[src/rtl/serializador_paralelo_serie.sv]
// serializador_paralelo_serie: parallel-to-serial framer, MSB first, one-cycle load latency.
// Define SERIALIZADOR_PARITY_EN to append an even-parity bit after the LSB of each frame.
module serializador_paralelo_serie #(
  parameter int WIDTH = 4
) (
  input  logic             clk,
  input  logic             rst,
  input  logic [WIDTH-1:0] data_in,
  input  logic             load_valid,
  output logic             load_ready,
  output logic             serial_out,
  output logic             frame_valid,
  output logic             done
);
  localparam int CW = $clog2(WIDTH);
`ifdef SERIALIZADOR_PARITY_EN
  typedef enum logic [1:0] {IDLE, SHIFT, PARITY} state_t;
  logic par_q, par_d;
`else
  typedef enum logic {IDLE, SHIFT} state_t;
`endif
  state_t           state_q, state_d;
  logic [WIDTH-1:0] sr_q, sr_d;
  logic [CW-1:0]    cnt_q, cnt_d;
  logic             last, accept;
  always_comb begin
    last = state_q == SHIFT && cnt_q == '0;
`ifdef SERIALIZADOR_PARITY_EN
    done = state_q == PARITY;
    serial_out = state_q == PARITY ? par_q : state_q == SHIFT && sr_q[WIDTH-1];
    frame_valid = state_q != IDLE;
`else
    done = last;
    serial_out = state_q == SHIFT && sr_q[WIDTH-1];
    frame_valid = state_q == SHIFT;
`endif
    load_ready = state_q == IDLE || done;
    accept = load_valid && load_ready;
    sr_d = accept ? data_in : state_q == SHIFT ? sr_q << 1 : sr_q;
    // counter parks at zero on the last bit so it never wraps
    cnt_d = accept ? CW'(WIDTH - 1) : state_q == SHIFT && !last ? cnt_q - CW'(1) : cnt_q;
`ifdef SERIALIZADOR_PARITY_EN
    par_d = accept ? ^data_in : par_q;
    state_d = accept ? SHIFT : last ? PARITY : state_q == PARITY ? IDLE : state_q;
`else
    state_d = accept ? SHIFT : last ? IDLE : state_q;
`endif
  end
  always_ff @(posedge clk or negedge rst) begin
    if (!rst) begin
      state_q <= IDLE;
      sr_q    <= '0;
      cnt_q   <= '0;
`ifdef SERIALIZADOR_PARITY_EN
      par_q   <= 1'b0;
`endif
    end else begin
      state_q <= state_d;
      sr_q    <= sr_d;
      cnt_q   <= cnt_d;
`ifdef SERIALIZADOR_PARITY_EN
      par_q   <= par_d;
`endif
    end
  end
endmodule

[config.mk]
export PLATFORM = sky130hd
export DESIGN_NAME = serializador_paralelo_serie
export DESIGN_NICKNAME = d
export VERILOG_FILES = /design/src/rtl/serializador_paralelo_serie.sv
export SDC_FILE = /design/constraint.sdc
export NUM_CORES = 1
export LEC_CHECK = 0
export ABC_CLOCK_PERIOD_IN_PS = 1300
export BUFFER_PORTS_ARGS = -buffer_cell sky130_fd_sc_hd__buf_2
export CAP_MARGIN = 5
export CORE_AREA = 2 2 39 41
export CTS_CLUSTER_SIZE = 12
export DETAILED_ROUTE_END_ITERATION = 7
export DIE_AREA = 0 0 41 43
export PLACE_DENSITY = 0.49
export SYNTH_ARGS = -nofsm -noshare
export SYNTH_HDL_FRONTEND = slang
export SYNTH_SLANG_ARGS = --single-unit
[constraint.sdc]
create_clock -name clk -period 1.3 [get_ports clk]
set_input_delay 0.39 -clock clk [delete_from_list [all_inputs] [get_ports clk]]
set_output_delay 0.39 -clock clk [all_outputs]
set_load 0.03 [all_outputs]
==> flow_summary.json, run 1 <==
{
  "die_h_um": 43,
  "synth_edf_count": 0,
  "p_leak_nw": 0.2565,
  "path_class": "reg -> out",
  "cts_tree": "yes",
  "path_buf_inv": 2,
  "finalSetupViolations": 3,
  "ant_nets": 0,
  "first_global_vias": 261,
  "hold_viol": 0,
  "yosys_register_bits": 7,
  "initialDrtViolationCount": 10,
  "cts.sinks": 7,
  "period_minus_slack_ns": 1.490,
  "violations": "negative setup slack",
  "final_max_slew_viol_count": 0,
  "crit_chain": "inv_2 > ha_2 > and2_4 > buf_6",
  "synth_sequential_area_ratio_pct": 49.12,
  "timing.fmax_mhz": 671.2,
  "netlist_area_sq_um": 356.6,
  "critPathMaxFanout": 2,
  "num_rows": 14,
  "rsz0062_at_grt": "yes",
  "drive_gt1_share_pct": 47.06,
  "antenna_cells": 0,
  "setup_slack_ns": -0.1899,
  "hold_class": "in -> reg",
  "maxCapViolCount": 0,
  "die_area_sq_mm": 0.001763,
  "tightest_slew_ns": 0.1686,
  "grt_pass1_wl_um": 1104,
  "hp-start": "data_in[3]",
  "fin_crit_sh_pct": 114.6,
  "yosys_warnings": 0,
  "grtUsageTotal_pct": 10.41,
  "r2r-start": "cnt_q[0]$_DFFE_PN0P_",
  "postSynth.asyncResetShare_pct": 100.0,
  "min_to": "sr_q[3]$_DFFE_PN0P_",
  "ff2ff_path_depth": 6,
  "syn-instance-count": 33,
  "ff2ff_setup_slack_ns": 0,
  "overflow": 0,
  "grt_max_degree": 11,
  "wirelength_um": 692,
  "critPathSlowestCell": "dfrtp_1",
  "routed.top_layer": "met3",
  "synth.most_common_cell": "dfrtp_1",
  "synth_top_area_share_pct": 49.12,
  "pin_count": 11,
  "cp.arrival_ns": 1.10,
  "wl_met2_um": 305,
  "cts_root_buffer": "clkbuf_4",
  "worstPathRequired_ns": 0.91,
  "synth_nets": 41,
  "vias": 292,
  "powerDensity_mw_per_mm2": 2618,
  "clockBufferDepth": 2,
  "fp.dieW_um": 41,
  "vias_per_cell": 4.358,
  "synth_common_cells": "dfrtp_1 (7), inv_1 (5), a31oi_1 (3), mux2_1 (3), o22ai_1 (3)",
  "initial_core_util_pct": 25.77,
  "syn_area_per_cell_sq_um": 10.81,
  "routedWlPerCell_um": 10.33,
  "area_growth_pct": 44.21,
  "crit_family": "flip-flops",
  "synth_ff_type": "dfrtp_1",
  "ir_worst_vdd_uv": 1114,
  "cts_htree_levels": 1,
  "nets": 60,
  "wl_met1_um": 333,
  "finClkSkew_ns": 0.001450,
  "cp-start-kind": "register",
  "hold_depth": 3,
  "hold_slack_ns": 0.3870,
  "yosys.area.top_type": "dfrtp_1",
  "place.gp.congestion": 0.6361,
  "numCtsBuffers": 3,
  "insertion_delay_ns": 0.25,
  "hpwl_um": 503.9,
  "antenna_found_initial": 0,
  "max_stage_delay_ns": 0.37,
  "drc": 0,
  "cp-end-kind": "output pin",
  "netlist_top_cells_area": "dfrtp_1 (49%), mux2_1 (9.5%), a31oi_1 (5.3%), inv_1 (5.3%), o22ai_1 (5.3%)",
  "core_sq_mm": 0.001384,
  "wl_met3_um": 53,
  "clk_pin_slew_ns": 0.05,
  "status": "finished, violations left",
  "first_pass_iters": 4,
  "yosys.cell_types.count": 16,
  "port_buffers": 10,
  "slew_headroom_pct": 88.76,
  "fin_setup_tns_ns": -0.4651,
  "rr_endpoint": "cnt_q[0]$_DFFE_PN0P_"
}
-- registers in the layout, indices dropped and copies added, names as in the netlist --
name,flops
cnt_q,2
frame_valid,1
sr_q,4
-- cells by family (layout without fill, tap and decap cells) --
family,count (synthesis),in the layout,synth area share [%]
AO/OA/AOI/OAI,9,9,16.14
adder cells (fa/ha/maj),1,1,3.508
buffers and inverters,7,25,9.824
flip-flops,7,7,49.12
multiplexers,4,4,12.63
AND/OR/NAND/NOR,5,5,8.772
-- cells in the final DEF, fill, tap and decap left out, drive strengths merged --
master and count:
a31oi 3, a32o 1, and2 2, buf 15, clkbuf 4, dfrtp 7
dlygate4sd3 1, ha 1, inv 5, mux2 4, nand2b 2, nor2 1
o21ai 2, o22ai 3
-- power by group --
group          internal (mW)  switching (mW)  total, mW
clock                  0.117          0.0792      0.196
sequential             0.317          0.0646      0.381
combinational          0.407           0.362      0.769
total                  0.841           0.506       1.35
-- worst register-to-register path: cells and delay by family (launching register included) --
| family | cells | cell delay [ns] |
|---|---|---|
| adders and majority gates | 1 | 0.16 |
| buffers and inverters | 2 | 0.19 |
| DFF | 1 | 0.37 |
| muxes | 1 | 0.26 |
| and+or+nand+nor | 2 | 0.20 |
-- metal layers --
| layer | GRT usage [%] | up-vias |
|---|---|---|
| met3 | 9.424 | 0 |
| met2 | 12.50 | 11 |
| li1 | - | 152 |
| met4 | 6.000 | 0 |
| met1 | 11.84 | 129 |
| met5 | 0 | - |
-- worst max-delay path by stage --
stage,from,end,cells past startpoint
6_report,cnt_q[0]$_DFFE_PN0P_,done,4
5_1_grt,cnt_q[1]$_DFFE_PN0P_,load_ready,4
4_1_cts,cnt_q[1]$_DFFE_PN0P_,done,4
3_5_place_dp,cnt_q[0]$_DFFE_PN0P_,load_ready,4
3_3_place_gp,cnt_q[0]$_DFFE_PN0P_,load_ready,4
2_1_floorplan,cnt_q[0]$_DFFE_PN0P_,load_ready,4
-- layout make-up --
class | count | area, sq um
tap | 16 | 20.02
sequential | 7 | 176.4
clock buffer | 4 | 26.28
inverter | 5 | 18.77
multi-input combinational | 19 | 156.4
fill | 140 | 869.6
timing repair buffer | 16 | 116.4
-- timing repair --
action / 4_1_cts / 5_1_grt
hold buffers: 1 / 0
setup buffers: 2 / 0
pin swaps: 1 / 1
setup endpoints to repair: 4 / 5
endpoints found under the hold margin: 7 / 0
resized for setup: 9 / 1
-- through the flow --
stage / cell area (sq um) / total power, mW / setup WS (ns) / utilization (%) / std cells
after global placement: 434.2 / 1.010 / 0.01371 / 31.37 / 60
final: 514.2 / 1.346 / -0.1899 / 37.16 / 67
after detailed placement: 434.2 / 1.014 / 0.001790 / 31.37 / 60
after global routing: 514.2 / 1.460 / -0.2542 / 37.16 / 67
after CTS: 514.2 / 1.369 / -0.2086 / 37.16 / 67
after floorplan: 357.8 / 0.8352 / 0.03845 / - / 33
(Power assumes the default switching activity.)
==> inputs of run 2 (changes only) <==
Settings changed: SETUP_SLACK_MARGIN set to 0.3.
==> run 2 against run 1 <==
Against the previous run:
- the flow still finishes with violations (negative setup slack)
- clock-buffer cell count unchanged
- critical path depth unchanged
- fmax up 1.7%
- non-clock buffer count up 3
- critical endpoint unchanged
==> flow_summary.json, run 2 (synthesized netlist as in run 1, its figures left out) <==
{
  "maxCapViolCount": 0,
  "grt_use_met3_pct": 6.283,
  "crit_family": "flip-flops",
  "layout_commonest_cell": "buf_2",
  "violations": "negative setup slack",
  "hold_viol": 0,
  "wirelength_um": 738,
  "cts.sinks": 7,
  "drc": 0,
  "initialDrtViolationCount": 4,
  "crit_chain": "inv_2 > ha_4 > and2_4 > buf_6",
  "max_stage_delay_ns": 0.38,
  "worstPathRequired_ns": 0.91,
  "hp-start": "data_in[1]",
  "fp.dieW_um": 41,
  "antenna_found_initial": 0,
  "cts_htree_levels": 1,
  "critPathSlowestCell": "dfrtp_1",
  "grt_max_degree": 11,
  "finClkSkew_ns": 0.007573,
  "layout_common_cells": "buf_2 (7), dfrtp_1 (6), buf_6 (5), buf_4 (5)",
  "setup_slack_ns": -0.1651,
  "clk_pin_slew_ns": 0.06,
  "num_rows": 14,
  "period_minus_slack_ns": 1.465,
  "first_global_vias": 290,
  "hold_class": "in -> reg",
  "final_max_slew_viol_count": 0,
  "grt_util_met2_pct": 14.06,
  "drive_gt1_share_pct": 57.41,
  "rsz0062_at_grt": "yes",
  "ir_worst_vdd_uv": 1531,
  "hpwl_um": 499.1,
  "fillerInstances": 138,
  "die_h_um": 43,
  "internal_power_mw": 1.017,
  "status": "finished, violations left",
  "place.gp.congestion": 0.7157,
  "post-route-util_pct": 42.31,
  "switching_share_pct": 36.62,
  "routedWlPerCell_um": 10.54,
  "clockBufferDepth": 2,
  "numCtsBuffers": 3,
  "slew_headroom_pct": 88.41,
  "initial_core_util_pct": 25.77,
  "overflow": 0,
  "largest_register_ffs": 4,
  "path_buf_inv": 2,
  "first_pass_iters": 4,
  "cts_tree": "yes",
  "nets": 63,
  "cp.arrival_ns": 1.08,
  "antenna_cells": 0,
  "tightest_slew_ns": 0.1738,
  "path_class": "reg -> out",
  "critPathMaxFanout": 2,
  "ant_nets": 0,
  "p_leak_nw": 0.2931,
  "vias": 311,
  "fin_crit_sh_pct": 112.7,
  "p_comb_share_pct": 63.6,
  "port_buffers": 10,
  "p_clk_share_pct": 12.3,
  "p_seq_share_pct": 24.1,
  "die_area_sq_mm": 0.001763,
  "grtUsageTotal_pct": 10.31,
  "r2r-start": "cnt_q[1]$_DFFE_PN0P_",
  "grt_pass1_wl_um": 1166,
  "min_to": "sr_q[1]$_DFFE_PN0P_",
  "area_growth_pct": 64.21,
  "timing.fmax_mhz": 682.6,
  "hold_slack_ns": 0.3846,
  "insertion_delay_ns": 0.25,
  "pin_count": 11,
  "cts_root_buffer": "clkbuf_4",
  "met1_usage_pct": 12.83,
  "finalSetupViolations": 6,
  "cp-start-kind": "register",
  "cp-end-kind": "output pin",
  "p_sw_mw": 0.5874,
  "hold_depth": 3,
  "powerDensity_mw_per_mm2": 2740,
  "grt.busiest_layer": "met2",
  "vias_per_cell": 4.443,
  "top_register": "sr_q",
  "ff2ff_path_depth": 8,
  "rr_endpoint": "sr_q[2]$_DFFE_PN0P_",
  "core_sq_mm": 0.001384,
  "ff2ff_setup_slack_ns": -0.06
}
## run 2: what timing repair did
item                                    4_1_cts  5_1_grt
hold endpoints to repair                      7        0
endpoints found under the setup margin       11       11
pin swaps                                     5        2
hold buffers                                  1        0
setup buffers                                 4        1
resized for setup                            14        0
## run 2: how the worst max path moves through the flow
| stage | startpoint | to | cells past startpoint |
|---|---|---|---|
| final | cnt_q[1]$_DFFE_PN0P_ | done | 4 |
| after global routing | cnt_q[0]$_DFFE_PN0P_ | done | 4 |
| after CTS | cnt_q[0]$_DFFE_PN0P_ | load_ready | 4 |
| after detailed placement | cnt_q[1]$_DFFE_PN0P_ | load_ready | 4 |
| after global placement | cnt_q[1]$_DFFE_PN0P_ | load_ready | 4 |
| after floorplan | cnt_q[1]$_DFFE_PN0P_ | load_ready | 4 |
## run 2: cell type report
type                            count  area [sq um]  area share (%)
Multi-Input combinational cell     19         185.2           31.62
Sequential cell                     7         176.4           30.13
Clock buffer                        4         26.28           4.487
Tap cell                           16         20.02           3.419
Inverter                            5         18.77           3.205
Timing Repair Buffer               19         158.9           27.14
## run 2: tightest hold or removal path: stages
cell and delay [ns]:
buf_2 0.10, inv_1 0.04, a31oi_1 0.07
## run 2: stage by stage
step                      worst slack, ns  setup TNS, ns  area (sq um)  cells  total power, mW
after floorplan                   0.08461              0         371.6     33           0.8891
after global placement            0.01078              0         456.7     60            1.101
after detailed placement         0.007827              0         456.7     60            1.100
after CTS                         -0.1814        -0.4736         578.1     69            1.584
after global routing              -0.1995        -0.9167         585.6     70            1.707
final                             -0.1651        -0.5677         585.6     70            1.604
## run 2: per-layer routing
layer | up-vias | wire, um
met5 | - | 0
met4 | 0 | 0
met3 | 0 | 77
met2 | 13 | 331
met1 | 142 | 330
li1 | 156 | -
## run 2: power by group through the flow
stage | combinational, mW | clock [mW] | sequential, mW
final | 1.02 | 0.197 | 0.386
after floorplan | 0.491 | 0 | 0.398
after global placement | 0.707 | 0 | 0.394
after global routing | 1.09 | 0.219 | 0.399
after detailed placement | 0.706 | 0 | 0.394
after CTS | 0.993 | 0.205 | 0.387
==> inputs of run 3 (changes only) <==
Settings changed: BUFFER_PORTS_ARGS -buffer_cell sky130_fd_sc_hd__buf_2 to not set, CTS_BUF_LIST set to sky130_fd_sc_hd__clkbuf_8, DONT_BUFFER_PORTS set to 1, PLACE_DENSITY 0.49 to 0.41.
==> run 3 against run 2 <==
Against the previous run:
- via count shrank 1.9%
- the flow still finishes with violations (negative setup slack)
- critical path type unchanged
- register-to-register slack lost 0.07 ns
- wire length up 16%
- first-iteration DRC count unchanged
==> flow_summary.json, run 3 (synthesized netlist as in run 1, its figures left out) <==
{
  "switching_share_pct": 36.29,
  "pin_count": 11,
  "grtUsageTotal_pct": 11.45,
  "p_sw_mw": 0.6034,
  "antenna_cells": 0,
  "num_rows": 14,
  "final_max_slew_viol_count": 0,
  "hold_depth": 1,
  "powerDensity_mw_per_mm2": 2986,
  "cts_tree": "yes",
  "slew_headroom_pct": 78.01,
  "wirelength_um": 855,
  "r2r-start": "cnt_q[1]$_DFFE_PN0P_",
  "rsz0062_at_grt": "yes",
  "hold_class": "in -> reg",
  "hpwl_um": 576.3,
  "clockBufferDepth": 2,
  "status": "finished, violations left",
  "cp-start-kind": "register",
  "stdcell_area_sq_um": 556.8,
  "violations": "negative setup slack",
  "hold_viol": 0,
  "numCtsBuffers": 3,
  "fp.dieW_um": 41,
  "insertion_delay_ns": 0.22,
  "vias_per_cell": 4.919,
  "layout_common_cells": "buf_4 (7), dfrtp_1 (6), inv_1 (5)",
  "cts.sinks": 7,
  "die_h_um": 43,
  "grt_max_degree": 11,
  "critPathMaxFanout": 2,
  "cts_root_buffer": "clkbuf_8",
  "period_minus_slack_ns": 1.485,
  "top_register": "sr_q",
  "ant_nets": 0,
  "die_area_sq_mm": 0.001763,
  "clk_pin_slew_ns": 0.04,
  "first_pass_iters": 3,
  "cts_htree_levels": 1,
  "initial_core_util_pct": 25.77,
  "min_to": "sr_q[1]$_DFFE_PN0P_",
  "tightest_slew_ns": 0.3288,
  "overflow": 0,
  "fin_setup_tns_ns": -0.9670,
  "first_global_vias": 325,
  "path_class": "reg -> out",
  "worstPathRequired_ns": 0.91,
  "p_seq_share_pct": 24.1,
  "cp.arrival_ns": 1.09,
  "p_comb_share_pct": 58.2,
  "finClkSkew_ns": 0.002484,
  "core_sq_mm": 0.001384,
  "setup_slack_ns": -0.1848,
  "largest_register_ffs": 4,
  "layout_commonest_cell": "buf_4",
  "placed_area_sq_um": 406.6,
  "ff2ff_setup_slack_ns": -0.13,
  "ff2ff_path_depth": 7,
  "hp-start": "load_valid",
  "p_leak_nw": 0.2799,
  "dp_slack_ns": 0.03812,
  "rr_endpoint": "sr_q[0]$_DFFE_PN0P_",
  "place.gp.congestion": 0.5806,
  "hold_slack_ns": 0.2651,
  "internal_power_mw": 1.059,
  "ir_worst_vdd_uv": 1247,
  "timing.fmax_mhz": 673.5,
  "drive_gt1_share_pct": 54.35,
  "antenna_found_initial": 0,
  "nets": 55,
  "cp-end-kind": "output pin",
  "p_clk_share_pct": 17.7,
  "fin_crit_sh_pct": 114.2,
  "finalSetupViolations": 8,
  "initialDrtViolationCount": 4,
  "maxCapViolCount": 0,
  "vias": 305,
  "routedWlPerCell_um": 13.79,
  "grt_pass1_wl_um": 1290,
  "final_cells": 62,
  "drc": 0,
  "area_growth_pct": 56.14,
  "dp_cells": 50,
  "port_buffers": 0
}
## run 3: layout make-up
type / instances / area (sq um)
inverters: 5 / 18.77
clock inverters: 1 / 3.754
clock buffers: 3 / 41.29
multi-input cells: 19 / 191.4
well taps: 16 / 20.02
flip-flops and latches: 7 / 176.4
repair buffers: 11 / 105.1
fillers: 140 / 827.0
## run 3: per-layer routing
layer	share of wire, %	track usage, %	vias up
met3	6.0	5.759	0
met5	0	0	-
li1	-	-	142
met1	35	9.603	155
met4	0	6.000	0
met2	59	20.00	8
## run 3: repair_timing
action / CTS / global route
endpoints found under the setup margin: 10 / 11
resized for setup: 7 / 3
buffers inserted: 5 / 2
hold endpoints to repair: 7 / 0
hold buffers: 1 / 0
pin swaps: 1 / 1
## run 3: metrics by stage
stage / util [%] / power (mW)
after floorplan: - / 0.8891
after global placement: 29.39 / 1.011
after detailed placement: 29.39 / 1.052
after CTS: 38.07 / 1.572
after global routing: 40.24 / 1.766
final: 40.24 / 1.663
## run 3: power by group through the flow
stage | Sequential (mW) | Combinational, mW | Clock [mW]
after floorplan | 0.398 | 0.491 | 0
after global routing | 0.410 | 1.04 | 0.320
after detailed placement | 0.401 | 0.651 | 0
after global placement | 0.391 | 0.620 | 0
final | 0.401 | 0.968 | 0.294
after CTS | 0.398 | 0.868 | 0.306
## run 3: how the worst max path moves through the flow
stage,from,to,slack [ns],depth (start not counted)
finish,cnt_q[1]$_DFFE_PN0P_,load_ready,-0.18,4
global route,cnt_q[1]$_DFFE_PN0P_,load_ready,-0.23,4
CTS,cnt_q[1]$_DFFE_PN0P_,load_ready,-0.18,4
detailed placement,cnt_q[1]$_DFFE_PN0P_,load_ready,0.04,4
global placement,cnt_q[1]$_DFFE_PN0P_,load_ready,0.08,4
floorplan,cnt_q[1]$_DFFE_PN0P_,load_ready,0.08,4
## run 3: critical path, cell delays in order (launching register included)
cell	delay [ns]
dfrtp_1	0.38
inv_1	0.07
ha_2	0.17
nand2b_4	0.14
buf_12	0.12
